<file path="src/rtl/seq_alu_responder.sv">
// seq_alu_responder: multi-cycle ALU that evaluates one SLICE_W-bit slice per
// cycle, with valid/ready request and response channels.
// Opcodes: 0000 AND, 0001 OR, 0010 ADD, 0110 SUB, 0111 PASS B.
// Optional feature macro: SEQ_ALU_FLAGS_EN adds the Carry and Overflow outputs.
module seq_alu_responder #(
    parameter int WIDTH   = 64,
    parameter int SLICE_W = 16
) (
    input  logic             Clk,
    input  logic             Resetb,
    input  logic             ReqValid,
    output logic             ReqReady,
    input  logic [WIDTH-1:0] BusA,
    input  logic [WIDTH-1:0] BusB,
    input  logic [3:0]       ALUCtrl,
    output logic             RespValid,
    input  logic             RespReady,
    output logic [WIDTH-1:0] BusW,
    output logic             Zero,
    output logic             Illegal
`ifdef SEQ_ALU_FLAGS_EN
    ,
    output logic             Carry,
    output logic             Overflow
`endif
);

    localparam int N     = WIDTH / SLICE_W;
    localparam int IDX_W = (N > 1) ? $clog2(N) : 1;
    localparam logic [IDX_W-1:0] LAST_IDX = IDX_W'(N - 1);

    localparam logic [3:0] OP_AND  = 4'b0000;
    localparam logic [3:0] OP_OR   = 4'b0001;
    localparam logic [3:0] OP_ADD  = 4'b0010;
    localparam logic [3:0] OP_SUB  = 4'b0110;
    localparam logic [3:0] OP_PASS = 4'b0111;

    // Reject slice widths that do not tile the operand exactly.
    generate
        if ((WIDTH % SLICE_W) != 0) begin : g_bad_slice
            $error("SLICE_W must divide WIDTH");
        end
    endgenerate

    typedef enum logic [1:0] {
        ST_IDLE = 2'd0,
        ST_BUSY = 2'd1,
        ST_DONE = 2'd2
    } state_t;

    state_t             state_q;
    logic [IDX_W-1:0]   idx_q;
    logic               carry_q;
    logic               resp_valid_q;
    logic [WIDTH-1:0]   busw_q;
    logic               zero_q;
    logic               illegal_q;

    // Operands shift right by one slice per BUSY cycle so slice i is always
    // found in the low bits; the accumulator fills from the top downwards.
    logic [WIDTH-1:0]   a_q;
    logic [WIDTH-1:0]   b_q;
    logic [3:0]         op_q;
    logic [WIDTH-1:0]   acc_q;
    logic [WIDTH-1:0]   acc_d;

    logic [SLICE_W-1:0] a_s;
    logic [SLICE_W-1:0] b_s;
    logic [SLICE_W-1:0] b_eff;
    logic [SLICE_W:0]   sum_s;
    logic [SLICE_W-1:0] res_s;
    logic               cout_s;
    logic               legal_s;
    logic               req_fire;

`ifdef SEQ_ALU_FLAGS_EN
    logic               carry_flag_q;
    logic               ovf_flag_q;
    logic               ovf_s;
    logic               arith_s;
`endif

    assign ReqReady  = (state_q == ST_IDLE);
    assign req_fire  = ReqValid && ReqReady;
    assign RespValid = resp_valid_q;
    assign BusW      = busw_q;
    assign Zero      = zero_q;
    assign Illegal   = illegal_q;

`ifdef SEQ_ALU_FLAGS_EN
    assign Carry    = carry_flag_q;
    assign Overflow = ovf_flag_q;
`endif

    // Evaluate the current slice and form the next accumulator value.
    always_comb begin
        a_s     = a_q[SLICE_W-1:0];
        b_s     = b_q[SLICE_W-1:0];
        b_eff   = (op_q == OP_SUB) ? ~b_s : b_s;
        sum_s   = {1'b0, a_s} + {1'b0, b_eff} + {{SLICE_W{1'b0}}, carry_q};
        res_s   = '0;
        cout_s  = 1'b0;
        legal_s = 1'b1;
        case (op_q)
            OP_AND:  res_s = a_s & b_s;
            OP_OR:   res_s = a_s | b_s;
            OP_ADD,
            OP_SUB: begin
                res_s  = sum_s[SLICE_W-1:0];
                cout_s = sum_s[SLICE_W];
            end
            OP_PASS: res_s = b_s;
            default: legal_s = 1'b0;
        endcase
        acc_d = (acc_q >> SLICE_W) | (WIDTH'(res_s) << (WIDTH - SLICE_W));
    end

`ifdef SEQ_ALU_FLAGS_EN
    // Signed overflow is judged on the most significant slice only; it is
    // captured when that slice is the last one evaluated.
    always_comb begin
        arith_s = (op_q == OP_ADD) || (op_q == OP_SUB);
        ovf_s   = arith_s && (a_s[SLICE_W-1] == b_eff[SLICE_W-1]) &&
                  (res_s[SLICE_W-1] != a_s[SLICE_W-1]);
    end
`endif

    // Operand capture and slice-by-slice accumulation (no reset needed).
    always_ff @(posedge Clk) begin
        if (req_fire) begin
            a_q   <= BusA;
            b_q   <= BusB;
            op_q  <= ALUCtrl;
            acc_q <= '0;
        end else if (state_q == ST_BUSY) begin
            a_q   <= a_q >> SLICE_W;
            b_q   <= b_q >> SLICE_W;
            acc_q <= acc_d;
        end
    end

    // Control FSM with registered response outputs.
    always_ff @(posedge Clk) begin
        if (!Resetb) begin
            state_q      <= ST_IDLE;
            idx_q        <= '0;
            carry_q      <= 1'b0;
            resp_valid_q <= 1'b0;
            busw_q       <= '0;
            zero_q       <= 1'b0;
            illegal_q    <= 1'b0;
`ifdef SEQ_ALU_FLAGS_EN
            carry_flag_q <= 1'b0;
            ovf_flag_q   <= 1'b0;
`endif
        end else begin
            case (state_q)
                ST_IDLE: begin
                    if (req_fire) begin
                        idx_q   <= '0;
                        carry_q <= (ALUCtrl == OP_SUB);
                        state_q <= ST_BUSY;
                    end
                end
                ST_BUSY: begin
                    carry_q <= cout_s;
                    if (idx_q == LAST_IDX) begin
                        state_q      <= ST_DONE;
                        resp_valid_q <= 1'b1;
                        busw_q       <= acc_d;
                        zero_q       <= (acc_d == '0);
                        illegal_q    <= !legal_s;
`ifdef SEQ_ALU_FLAGS_EN
                        carry_flag_q <= arith_s && cout_s;
                        ovf_flag_q   <= ovf_s;
`endif
                    end else begin
                        idx_q <= idx_q + 1'b1;
                    end
                end
                ST_DONE: begin
                    if (RespReady) begin
                        resp_valid_q <= 1'b0;
                        state_q      <= ST_IDLE;
                    end
                end
                default: begin
                    state_q      <= ST_IDLE;
                    resp_valid_q <= 1'b0;
                end
            endcase
        end
    end

endmodule

</file>
<file path="config.mk">
export PLATFORM = sky130hd
export DESIGN_NAME = seq_alu_responder
export DESIGN_NICKNAME = d
export VERILOG_FILES = /design/src/rtl/seq_alu_responder.sv
export SDC_FILE = /design/constraint.sdc
export NUM_CORES = 1
export LEC_CHECK = 0
export BUFFER_PORTS_ARGS = -buffer_cell sky130_fd_sc_hd__buf_2
export CAP_MARGIN = 20
export CORE_MARGIN = 2
export CORE_UTILIZATION = 55
export DETAILED_ROUTE_END_ITERATION = 8
export GPL_ROUTABILITY_DRIVEN = 0
export PLACE_DENSITY = 0.82
export SLEW_MARGIN = 40
export SYNTH_ARGS = -nofsm -noshare
export SYNTH_HDL_FRONTEND = slang
export SYNTH_SLANG_ARGS = --single-unit
</file>
<file path="constraint.sdc">
create_clock -name Clk -period 5.05 [get_ports Clk]
set_clock_uncertainty 0.15 [all_clocks]
set_input_delay 0.505 -clock Clk [delete_from_list [all_inputs] [get_ports Clk]]
set_output_delay 0.505 -clock Clk [all_outputs]
set_load 0.05 [all_outputs]
</file>
# After elaboration in Yosys (flattened, before gate mapping)
# Index checks and enable logic that the tools add are counted.
[classes]
n_reduce_logical = 14
mux = 20
n_bitwise = 5
n_eq_ne = 12
add_sub_neg = 3
[op_table]
columns = ["operator", "count"]
rows = [
  ["2-to-1 mux 64 bit", 4],
  ["logical NOT 64 bit", 1],
  ["OR 48 x 64 -> 64 bit", 1],
  ["case mux 16 bit (4 select lines)", 1],
  ["adder 16 x 16 -> 17 bit", 1],
  ["adder 17 x 1 -> 17 bit", 1],
  ["bitwise AND 16 bit", 1],
  ["2-to-1 mux 16 bit", 1],
  ["inverter 16 bit", 1],
  ["OR 16 bit", 1],
  ["== test 4 x 3 -> 1 bit (second input constant)", 3],
  ["2-to-1 mux 2 bit", 5],
  ["AND reduction 3 bit", 3],
  ["case mux 2 bit (3 select lines)", 1],
  ["2-to-1 mux 1 bit", 5],
  ["OR reduction 5 bit", 1],
  ["== test 2 bit (second input constant)", 2],
  ["== test 4 x 1 -> 1 bit (second input constant)", 1],
  ["== test 4 x 2 -> 1 bit (second input constant)", 1],
  ["logical NOT 4 bit", 1],
  ["inequality test 2 x 1 -> 1 bit (second input constant)", 2],
  ["inequality test 2 bit (second input constant)", 2],
  ["case mux 2 bit (2 select lines)", 1],
  ["AND reduction 2 bit", 2],
  ["other kinds (10)", 11],
]
[totals]
elab_cells = 65
ff_bits = 268
out_inout_bits = 68
in_bits = 136

# Longest topological paths before layout
# Gate-level depths: netlist of the first run.
[depth]
ltp_word = 7
ltp_mapped = 19
mapped_depth_nobuf = 15

# Worst setup path before layout of the first run
# OpenSTA, ideal clock, no wires.
[synth_path]
kind = "register to register"
start = "register op_q[3]"
end = "register zero_q (netlist: Zero)"
arrival_ps = 3930
path_slack_ps = 855
n_path_buf = 4
setup_time_ps = 115
path_stages_with_launch = 20
t_required_ps = 4785
period_less_slack_ps = 4195
cell_sequence = "edfxtp_1 > buf_2 > nand2b_1 > nor2_1 > buf_2 > and2_1 > buf_2 > buf_2 > xnor2_1 > fa_1 > inv_1 > fa_1 > a211oi_1 > o21a_1 > o221a_2 > o21bai_1 > a21oi_1 > xnor2_1 > a21oi_1 > a31o_1"
[synth_between]
elab_chain_cells = 7
elab_cells_between_ends = 12
cone_classes = "add/sub (2); eq/ne (4); mux (2); bitwise (1); reduce/logical (3)"
[synth_lines]
columns = ["item", "line", "rtl"]
rows = [
  ["start: declaration", "63", "logic [3:0] op_q;"],
  ["start signal: assignment", "133", "op_q <= ALUCtrl;"],
  ["== test 4 x 3 -> 1 bit", "99, 104", ""],
  ["2-to-1 mux 16 bit", "99", "b_eff = (op_q == OP_SUB) ? ~b_s : b_s;"],
  ["adder 16 x 16 -> 17 bit", "100", "sum_s = {1'b0, a_s} + {1'b0, b_eff} + {{SLICE_W{1'b0}}, carry_q};"],
  ["adder 17 x 1 -> 17 bit", "100", ""],
  ["case mux 16 bit (4 select lines) *", "104", "case (op_q)"],
  ["OR 48 x 64 -> 64 bit *", "115", "acc_d = (acc_q >> SLICE_W) | (WIDTH'(res_s) << (WIDTH - SLICE_W));"],
  ["logical NOT 64 bit *", "171", "zero_q <= (acc_d == '0);"],
  ["end signal: assignment", "171", ""],
  ["end: declaration", "56", "logic zero_q;"],
]
# Every way passes the cells marked *; elsewhere a longest branch is shown, timed or not.
# A chain may end at the register's enable or synchronous reset.

# Final worst setup path of the first run
# Ends and elaborated chain as after synthesis.

==> results.py, run 1 <==
metrics = {
    "synthesis": {
        "synthArstFlopShare_pct": 0,
        "ys_ff_latch": 252,
        "synth_edf_count": 132,
        "synth_top_cell_area_share_pct": 35.98,
        "post-synth-top-count-cell": "nand2_1",
        "netlist_area_um2": 11020,
        "synth_warnings": 0,
        "syn_nets": 1348,
        "yosysTopAreaCell": "edfxtp_1",
        "yosysSeqAreaShare_pct": 57.79,
        "ys_types": 63,
        "synth_area_leaders": "edfxtp_1 36%, dfxtp_1 22%, nand2_1 16%",
        "synthFlopType": "edfxtp_1",
        "synth_common_cells": "466 x nand2_1, 132 x edfxtp_1, 120 x dfxtp_1",
        "syn_area_per_cell_um2": 9.233,
        "postSynthCellCount": 1193,
    },
    "hold_path": {
        "hold_depth": 1,
        "min_to": "op_q[2]",
        "min-delay-start": "ALUCtrl[2]",
        "hp-class": "input port to register",
    },
    "timing": {
        "worst_pin_slew_ns": 0.7486,
        "fin_crit_ns": 4.325,
        "relSlewSlack_pct": 50.09,
        "fin_crit_sh_pct": 85.64,
        "slew_violations": 0,
        "final-setup-viol-count": 0,
        "setup_tns_ns": 0,
        "rsz0062_at_grt": "no",
        "fmax_ghz": 0.2312,
        "hold_viol": 0,
        "finalHoldWorstSlack_ns": 0.03524,
    },
    "drt": {
        "vias": 8982,
        "drc": 0,
        "wl_per_cell_um": 16.45,
        "drt_wl_total_um": 27050,
        "drt_first_pass_iters": 5,
        "postRouteAntennaNets": 0,
        "viasPerCell": 5.464,
        "drt_iter0_drc": 695,
    },
    "die": {
        "die_y_um": 145.5,
        "die-area_um2": 21180,
        "io_pins": 204,
        "die_w_um": 145.5,
        "num_rows": 51,
        "design.core.area_um2": 19590,
        "start_util_pct": 56.23,
    },
    "placed_design": {
        "port_buffers": 203,
        "hpwl_um": 18820,
        "numPlacedInstances": 1600,
    },
    "clock_network": {
        "hold_buffers": 0,
        "cts_tree": "done",
        "path_clk_slew_ns": 0.06,
        "clock_latency_ns": 0.52,
        "cts.repair.resized": 0,
        "clock_sinks": 252,
        "cts_made_buffers": 25,
        "h-tree-depth": 1,
        "cts_setup_buffers": 0,
        "cts-root-buf": "clkbuf_16",
        "clock_path_buffers": 3,
    },
    "setup_path": {
        "r2r-start": "op_q[3]",
        "worstPathMaxFanout": 16,
        "end_kind": "register",
        "arrival_ns": 4.62,
        "crit_type": "register to register",
        "rrSetupSlack_ns": 0.73,
        "startpoint": "op_q[3]",
        "cp.required_ns": 5.35,
        "r2r_end": "Zero",
        "worst_setup_path_start_kind": "register",
        "reg2regPathDepth": 15,
    },
    "final_layout": {
        "drive_gt1_share_pct": 19.81,
        "stdcell_count": 1644,
        "final_core_util_pct": 66.32,
        "area_growth_pct": 17.95,
        "nNetsFinal": 1517,
    },
    "global_route": {
        "grt.busiest_layer": "met2",
        "use_met1_pct": 33.26,
        "grt.total_usage_pct": 25.10,
        "use_met3_pct": 5.674,
        "met2_usage_pct": 40.71,
        "antenna_found_initial": 5,
        "grt_pass1_wl_um": 43300,
        "grt_max_degree": 106,
        "first_global_vias": 8422,
        "gr-total-overflow": 0,
    },
    "power": {
        "p_leak_nw": 5.652,
        "fin_total_pwr_w": 0.004930,
        "p_per_area_nw_per_um2": 379.4,
        "ir_worst_vdd_mv": 0.2992,
    },
    "job": {
        "maxCapViolCount": 0,
    },
    "run_status": {
        "status": "finished, final reports clean",
    },
}
[cells in the final DEF (no fill, tap or decap), drive strengths merged, types with 12 or more instances in the layout]
master / n
a211oi: 17
a21oi: 78
and3: 35
buf: 214
clkbuf: 31
dfxtp: 120
edfxtp: 132
ha: 17
nand2: 466
nand3: 12
nor2: 38
nor4: 14
o21ai: 63
xor2: 20
[flip-flops by register name, summed over array words and instances (netlist names)]
name and flops:
BusW 64, acc_q 48, b_q 64, carry_q 1, idx_q 2, state_q 2, Zero 1, Illegal 1
op_q 4, RespValid 1, a_q 64
[cell families (layout without fill, tap and decap cells)]
| group | count (synthesis) | after routing | synth area share (%) |
|---|---|---|---|
| and+or+nand+nor | 600 | 600 | 22.76 |
| DFF | 252 | 252 | 57.79 |
| AOI/OAI and AO/OA | 204 | 204 | 11.24 |
| buffers and inverters | 83 | 268 | 2.953 |
| xor gates and xnor gates | 26 | 26 | 2.135 |
| adders and majority gates | 25 | 25 | 2.840 |
| muxes | 3 | 3 | 0.2726 |
| other | 0 | 1 | 0 |
[how the worst max path moves through the flow]
stage                     slack, ns    to
after global routing           0.48  Zero
final                          0.73  Zero
after CTS                      0.82  Zero
after global placement         1.11  Zero
after floorplan                0.85  Zero
after detailed placement       0.89  Zero
[report_power, final]
| group | switching [W] | internal, W |
|---|---|---|
| logic | 0.000423 | 0.000267 |
| clock network | 0.000742 | 0.00104 |
| registers | 0.000109 | 0.00235 |
[routing by layer]
| layer | vias up | part of all wire, % |
|---|---|---|
| met1 | 4060 | 41 |
| li1 | 4410 | - |
| met4 | 6 | 3.7 |
| met2 | 431 | 47 |
| met5 | - | 0.14 |
| met3 | 75 | 9.0 |
[through the flow]
stage / setup slack [ns] / area [um2]
after floorplan: 0.8549 / 11020
after global placement: 1.109 / 12180
after detailed placement: 0.8864 / 12200
after CTS: 0.8221 / 12990
after global routing: 0.4763 / 12990
final: 0.7251 / 12990
[critical path, stage by stage, from the launching register on]
cell      delay [ns]
edfxtp_1        0.55
nand2b_1        0.25
nor2_1          0.11
buf_4           0.22
and2_1          0.20
buf_4           0.28
xor2_1          0.26
ha_1            0.32
a21oi_1         0.31
nand2_1         0.12
xor2_1          0.16
a221oi_1        0.54
and3_1          0.25
nand4_1         0.10
nor4_1          0.25
a31o_1          0.20
[cell type report]
class                   count  area, um2
clock buffers              31      668.1
well taps                 265      331.6
multi-input cells         858       4354
clock inverters            12      115.1
diodes                      1      2.502
fillers                  1549       6598
inverters                  11      48.80
repair buffers            214       1106
flip-flops and latches    252       6366
(Power assumes the default switching activity.)
==> run 2: changes to the inputs <==
==> constraint.sdc (replaced) <==
create_clock -name Clk -period 4.81 [get_ports Clk]
set_clock_uncertainty 0.15 [all_clocks]
set_input_delay 0.481 -clock Clk [delete_from_list [all_inputs] [get_ports Clk]]
set_output_delay 0.481 -clock Clk [all_outputs]
set_load 0.05 [all_outputs]
==> results.py, run 2 (synthesis gave the netlist of run 1 again) <==
metrics = {
    "timing": {
        "worst_pin_slew_ns": 0.7595,
        "finalHoldWorstSlack_ns": 0.02146,
        "relSlewSlack_pct": 49.37,
        "setup_ws_ns": 0.5609,
        "hold_viol": 0,
        "setup_tns_ns": 0,
        "fin_crit_ns": 4.249,
        "rsz0062_at_grt": "no",
        "fmax_ghz": 0.2353,
        "fin_crit_sh_pct": 88.34,
        "final-setup-viol-count": 0,
        "slew_violations": 0,
    },
    "drt": {
        "viasPerCell": 5.474,
        "drt_iter0_drc": 603,
        "drt_wl_total_um": 27130,
        "drt_first_pass_iters": 5,
        "postRouteAntennaNets": 0,
        "drc": 0,
        "vias": 9021,
        "wl_per_cell_um": 16.46,
    },
    "die": {
        "io_pins": 204,
        "num_rows": 51,
        "die_y_um": 145.5,
        "die_w_um": 145.5,
        "design.core.area_um2": 19590,
        "die-area_um2": 21180,
        "start_util_pct": 56.23,
    },
    "setup_path": {
        "crit_family": "simple AND/OR/NAND/NOR gates",
        "critPathMostFrequentCell": "buf_4",
        "arrival_ns": 4.57,
        "crit_type": "register to register",
        "end_kind": "register",
        "rrSetupSlack_ns": 0.56,
        "path_cells": "nand2b_1 -> nor2_1 -> buf_4 -> and2_1 -> buf_4 -> xor2_1 -> ha_1 -> a21oi_1 -> a31oi_4 -> o21ai_0 -> a211oi_1 -> nor3_1 -> nand3_1 -> nor4_1 -> a31o_1",
        "worstPathMaxFanout": 16,
        "crit_buf_inv": 2,
        "slowest_delay_ns": 0.55,
        "worst_setup_path_start_kind": "register",
        "cp.required_ns": 5.13,
        "slowest_stage": "edfxtp_1",
    },
    "power": {
        "p_per_area_nw_per_um2": 397.6,
        "p_leak_nw": 5.678,
        "ir_worst_vdd_mv": 0.2949,
    },
    "clock_network": {
        "clock_latency_ns": 0.52,
        "cts_made_buffers": 25,
        "clock_path_buffers": 3,
        "cts_tree": "done",
        "clock_sinks": 252,
        "cts.repair.resized": 0,
        "cts-root-buf": "clkbuf_16",
        "h-tree-depth": 1,
        "path_clk_slew_ns": 0.07,
        "cts_setup_buffers": 0,
    },
    "final_layout": {
        "fillers": 1552,
        "layout_common_cells": "465 x nand2_1, 203 x buf_2, 132 x edfxtp_1",
        "area_growth_pct": 18.16,
        "nNetsFinal": 1519,
        "final_core_util_pct": 66.44,
        "drive_gt1_share_pct": 20.04,
        "final_common_cell": "nand2_1",
    },
    "global_route": {
        "gr-total-overflow": 0,
        "grt_max_degree": 106,
        "met2_usage_pct": 42.44,
        "antenna_found_initial": 7,
        "use_met3_pct": 6.708,
        "grt.total_usage_pct": 25.31,
        "grt_pass1_wl_um": 43480,
        "use_met1_pct": 31.82,
        "first_global_vias": 8521,
        "grt.busiest_layer": "met2",
    },
    "placed_design": {
        "place_ws_ns": 0.6741,
        "hpwl_um": 18950,
        "port_buffers": 203,
    },
    "run_status": {
        "status": "finished, final reports clean",
    },
    "job": {
        "maxCapViolCount": 0,
    },
    "hold_path": {
        "hp-class": "input port to register",
    },
}
==> run 2: path summary, 6_finish.rpt <==
path | startpoint | endpoint | cells after the start
max | op_q[3] | Zero | 15
min | ALUCtrl[0] | op_q[0] | 1
max reg2reg | op_q[3] | Zero | 15
min reg2reg | BusW[1] | BusW[1] | 2
==> run 2: layout make-up <==
| cell class | instances | area [um2] | share of cell area [%] |
|---|---|---|---|
| antenna | 1 | 2.502 | 0.01923 |
| clock buffer | 31 | 688.2 | 5.287 |
| clock inverter | 14 | 98.84 | 0.7594 |
| inverter | 11 | 48.80 | 0.3749 |
| multi-input combinational | 858 | 4354 | 33.45 |
| sequential | 252 | 6366 | 48.91 |
| tap | 265 | 331.6 | 2.547 |
| timing repair buffer | 216 | 1126 | 8.651 |
==> run 2: stage by stage <==
step                      area (um2)  power, W  instances
final                          13020  0.005176       1648
after global routing           13010  0.005379       1647
after CTS                      13010  0.005182       1647
after detailed placement       12200  0.003333       1600
after global placement         12180  0.003300       1600
after floorplan                11020  0.003106       1193
==> run 2: metal layers <==
layer / part of all wire [%] / vias to the layer above / routed length, um
li1: - / 4420 / -
met1: 40 / 4131 / 10850
met2: 48 / 393 / 12950
met3: 8.8 / 69 / 2375
met4: 3.3 / 8 / 898
met5: 0.19 / - / 52
==> run 2: repair_timing <==
action | CTS | global route
endpoints found under the hold margin | 2 | 0
hold buffers | 2 | 0
endpoints found under the setup margin | 0 | 0
==> run 2: power by group <==
| part | total, W | switching (W) | internal, W | leakage (nW) |
|---|---|---|---|---|
| clock network | 0.00187 | 0.000804 | 0.00107 | 0.398 |
| logic | 0.000720 | 0.000439 | 0.000281 | 2.97 |
| registers | 0.00259 | 0.000116 | 0.00247 | 2.31 |
| total | 0.00518 | 0.00136 | 0.00382 | 5.68 |
==> run 3: changes to the inputs <==
--- a/config.mk
+++ b/config.mk
@@ -5,6 +5,7 @@
 export SDC_FILE = /design/constraint.sdc
 export NUM_CORES = 1
 export LEC_CHECK = 0
+export ABC_AREA = 1
 export BUFFER_PORTS_ARGS = -buffer_cell sky130_fd_sc_hd__buf_2
 export CAP_MARGIN = 20
 export CORE_MARGIN = 2
@@ -12,7 +13,6 @@
 export DETAILED_ROUTE_END_ITERATION = 8
 export GPL_ROUTABILITY_DRIVEN = 0
 export PLACE_DENSITY = 0.82
-export SLEW_MARGIN = 40
 export SYNTH_ARGS = -nofsm -noshare
 export SYNTH_HDL_FRONTEND = slang
 export SYNTH_SLANG_ARGS = --single-unit
==> results.py, run 3 <==
metrics = {
    "run_status": {
        "status": "finished, final reports clean",
    },
    "setup_path": {
        "r2r-start": "op_q[1]",
        "rrSetupSlack_ns": 1.39,
        "worstPathMaxFanout": 16,
        "r2r_end": "Zero",
        "cp.required_ns": 5.12,
        "end_kind": "register",
        "arrival_ns": 3.73,
        "worst_setup_path_start_kind": "register",
        "crit_type": "register to register",
        "reg2regPathDepth": 19,
    },
    "die": {
        "design.core.area_um2": 20170,
        "die-area_um2": 21660,
        "start_util_pct": 55.91,
        "die_w_um": 147.2,
        "die_y_um": 147.2,
        "io_pins": 204,
        "num_rows": 52,
    },
    "synthesis": {
        "synth_area_leaders": "edfxtp_1 35%, dfxtp_1 21%, nand2_1 16%",
        "postSynthCellCount": 1355,
        "yosysTopAreaCell": "edfxtp_1",
        "yosysSeqAreaShare_pct": 56.46,
        "syn_area_per_cell_um2": 8.322,
        "synth_warnings": 0,
        "ys_types": 36,
        "netlist_area_um2": 11280,
        "synth_common_cells": "482 x nand2_1, 153 x inv_1, 132 x edfxtp_1",
        "synthFlopType": "edfxtp_1",
        "synthArstFlopShare_pct": 0,
        "synth_edf_count": 132,
        "synth_top_cell_area_share_pct": 35.15,
        "syn_nets": 1510,
        "ys_ff_latch": 252,
        "post-synth-top-count-cell": "nand2_1",
    },
    "global_route": {
        "grt.total_usage_pct": 25.79,
        "first_global_vias": 9585,
        "gr-total-overflow": 0,
        "antenna_found_initial": 1,
        "grt_pass1_wl_um": 45780,
        "grt_max_degree": 135,
    },
    "clock_network": {
        "cts-root-buf": "clkbuf_16",
        "cts_tree": "done",
        "path_clk_slew_ns": 0.06,
        "cts_made_buffers": 25,
        "clock_path_buffers": 3,
        "clock_sinks": 252,
        "h-tree-depth": 1,
        "clock_latency_ns": 0.54,
    },
    "final_layout": {
        "layout_common_cells": "481 x nand2_1, 203 x buf_2, 152 x inv_1",
        "final_common_cell": "nand2_1",
        "fin_area_um2": 13360,
        "area_growth_pct": 18.48,
        "stdcell_count": 1829,
        "nNetsFinal": 1694,
        "drive_gt1_share_pct": 17.39,
    },
    "timing": {
        "slew_violations": 0,
        "relSlewSlack_pct": 26.40,
        "fmax_ghz": 0.2925,
        "fin_crit_ns": 3.419,
        "fin_crit_sh_pct": 71.08,
        "final-setup-viol-count": 0,
        "setup_tns_ns": 0,
        "worst_pin_slew_ns": 1.103,
        "finalHoldWorstSlack_ns": 0.05074,
        "setup_ws_ns": 1.391,
        "hold_viol": 0,
        "rsz0062_at_grt": "no",
    },
    "job": {
        "maxCapViolCount": 0,
    },
    "drt": {
        "drt_first_pass_iters": 5,
        "vias": 9611,
        "drt_wl_total_um": 27650,
        "drt_iter0_drc": 742,
        "drc": 0,
        "wl_per_cell_um": 15.12,
        "postRouteAntennaNets": 0,
        "viasPerCell": 5.255,
    },
    "hold_path": {
        "min_to": "b_q[44]",
        "min-delay-start": "BusB[44]",
        "hp-class": "input port to register",
        "hold_depth": 3,
    },
    "placed_design": {
        "hpwl_um": 19300,
        "port_buffers": 203,
        "place_ws_ns": 1.549,
        "postPlaceCellArea_um2": 12440,
        "numPlacedInstances": 1776,
    },
    "power": {
        "p_leak_nw": 6.401,
        "ir_worst_vdd_mv": 0.3161,
        "p_per_area_nw_per_um2": 402.0,
    },
}
run 3: cell type report:
type                       instances  area [um2]
timing repair buffer             214        1149
fill                            1610        6810
inverter                         159       603.1
clock buffer                      27       654.4
antenna                            1       2.502
sequential                       252        6366
multi-input combinational        887        4078
clock inverter                    19       168.9
tap                              270       337.8
run 3: worst max-delay path, stage by stage (launching register included):
cell and delay (ns):
edfxtp_1 0.44, inv_2 0.11, nor2_1 0.06, nand3_1 0.08
buf_4 0.28, xor2_1 0.23, fa_1 0.22, inv_1 0.09
fa_1 0.49, xnor2_1 0.18, nor2_1 0.06, nor2_1 0.14
nand2_1 0.09, nor2_1 0.11, nand2_1 0.09, nor2_1 0.10
nand3_1 0.07, nor2_1 0.13, nand3_1 0.09, a21oi_1 0.12
run 3: worst max-delay path by stage:
stage / start / end / slack (ns) / depth (start not counted)
after CTS: op_q[0] / Zero / 1.51 / 19
after global placement: op_q[1] / Zero / 1.69 / 19
after detailed placement: op_q[1] / Zero / 1.55 / 19
after floorplan: state_q[1] / a_q[0] / 0.93 / 6
final: op_q[1] / Zero / 1.39 / 19
after global routing: op_q[1] / Zero / 1.14 / 19
run 3: layer usage:
| layer | GRT usage [%] | share of wire (%) |
|---|---|---|
| met1 | 32.94 | 41 |
| met2 | 43.29 | 48 |
| met3 | 5.807 | 8.5 |
| met4 | 9.423 | 3.3 |
| met5 | 0 | 0 |
run 3: power breakdown:
group / internal (W) / total (W) / switching, W
registers: 0.00248 / 0.00256 / 0.0000754
clock network: 0.00110 / 0.00195 / 0.000843
logic: 0.000293 / 0.000865 / 0.000573
run 3: cells by family after synthesis:
kind of cell             synth area share [%]
flip-flops                              56.46
buffers and inverters                   7.446
XOR/XNOR                                1.321
AND/OR/NAND/NOR                         23.32
adder cells (fa/ha/maj)                 2.241
AO/OA/AOI/OAI                           9.210
run 3: through the flow:
stage | utilization (%) | total power [W]
after floorplan | - | 0.003184
after global placement | 61.67 | 0.003403
after detailed placement | 61.67 | 0.003437
after CTS | 65.95 | 0.005363
after global routing | 66.23 | 0.005608
final | 66.23 | 0.005370
run 3: timing repair:
| item | CTS | global route |
|---|---|---|
| buffers inserted | 0 | 0 |
| hold endpoints to repair | 4 | 0 |
| resized for setup | 0 | 0 |
| hold buffers | 4 | 0 |
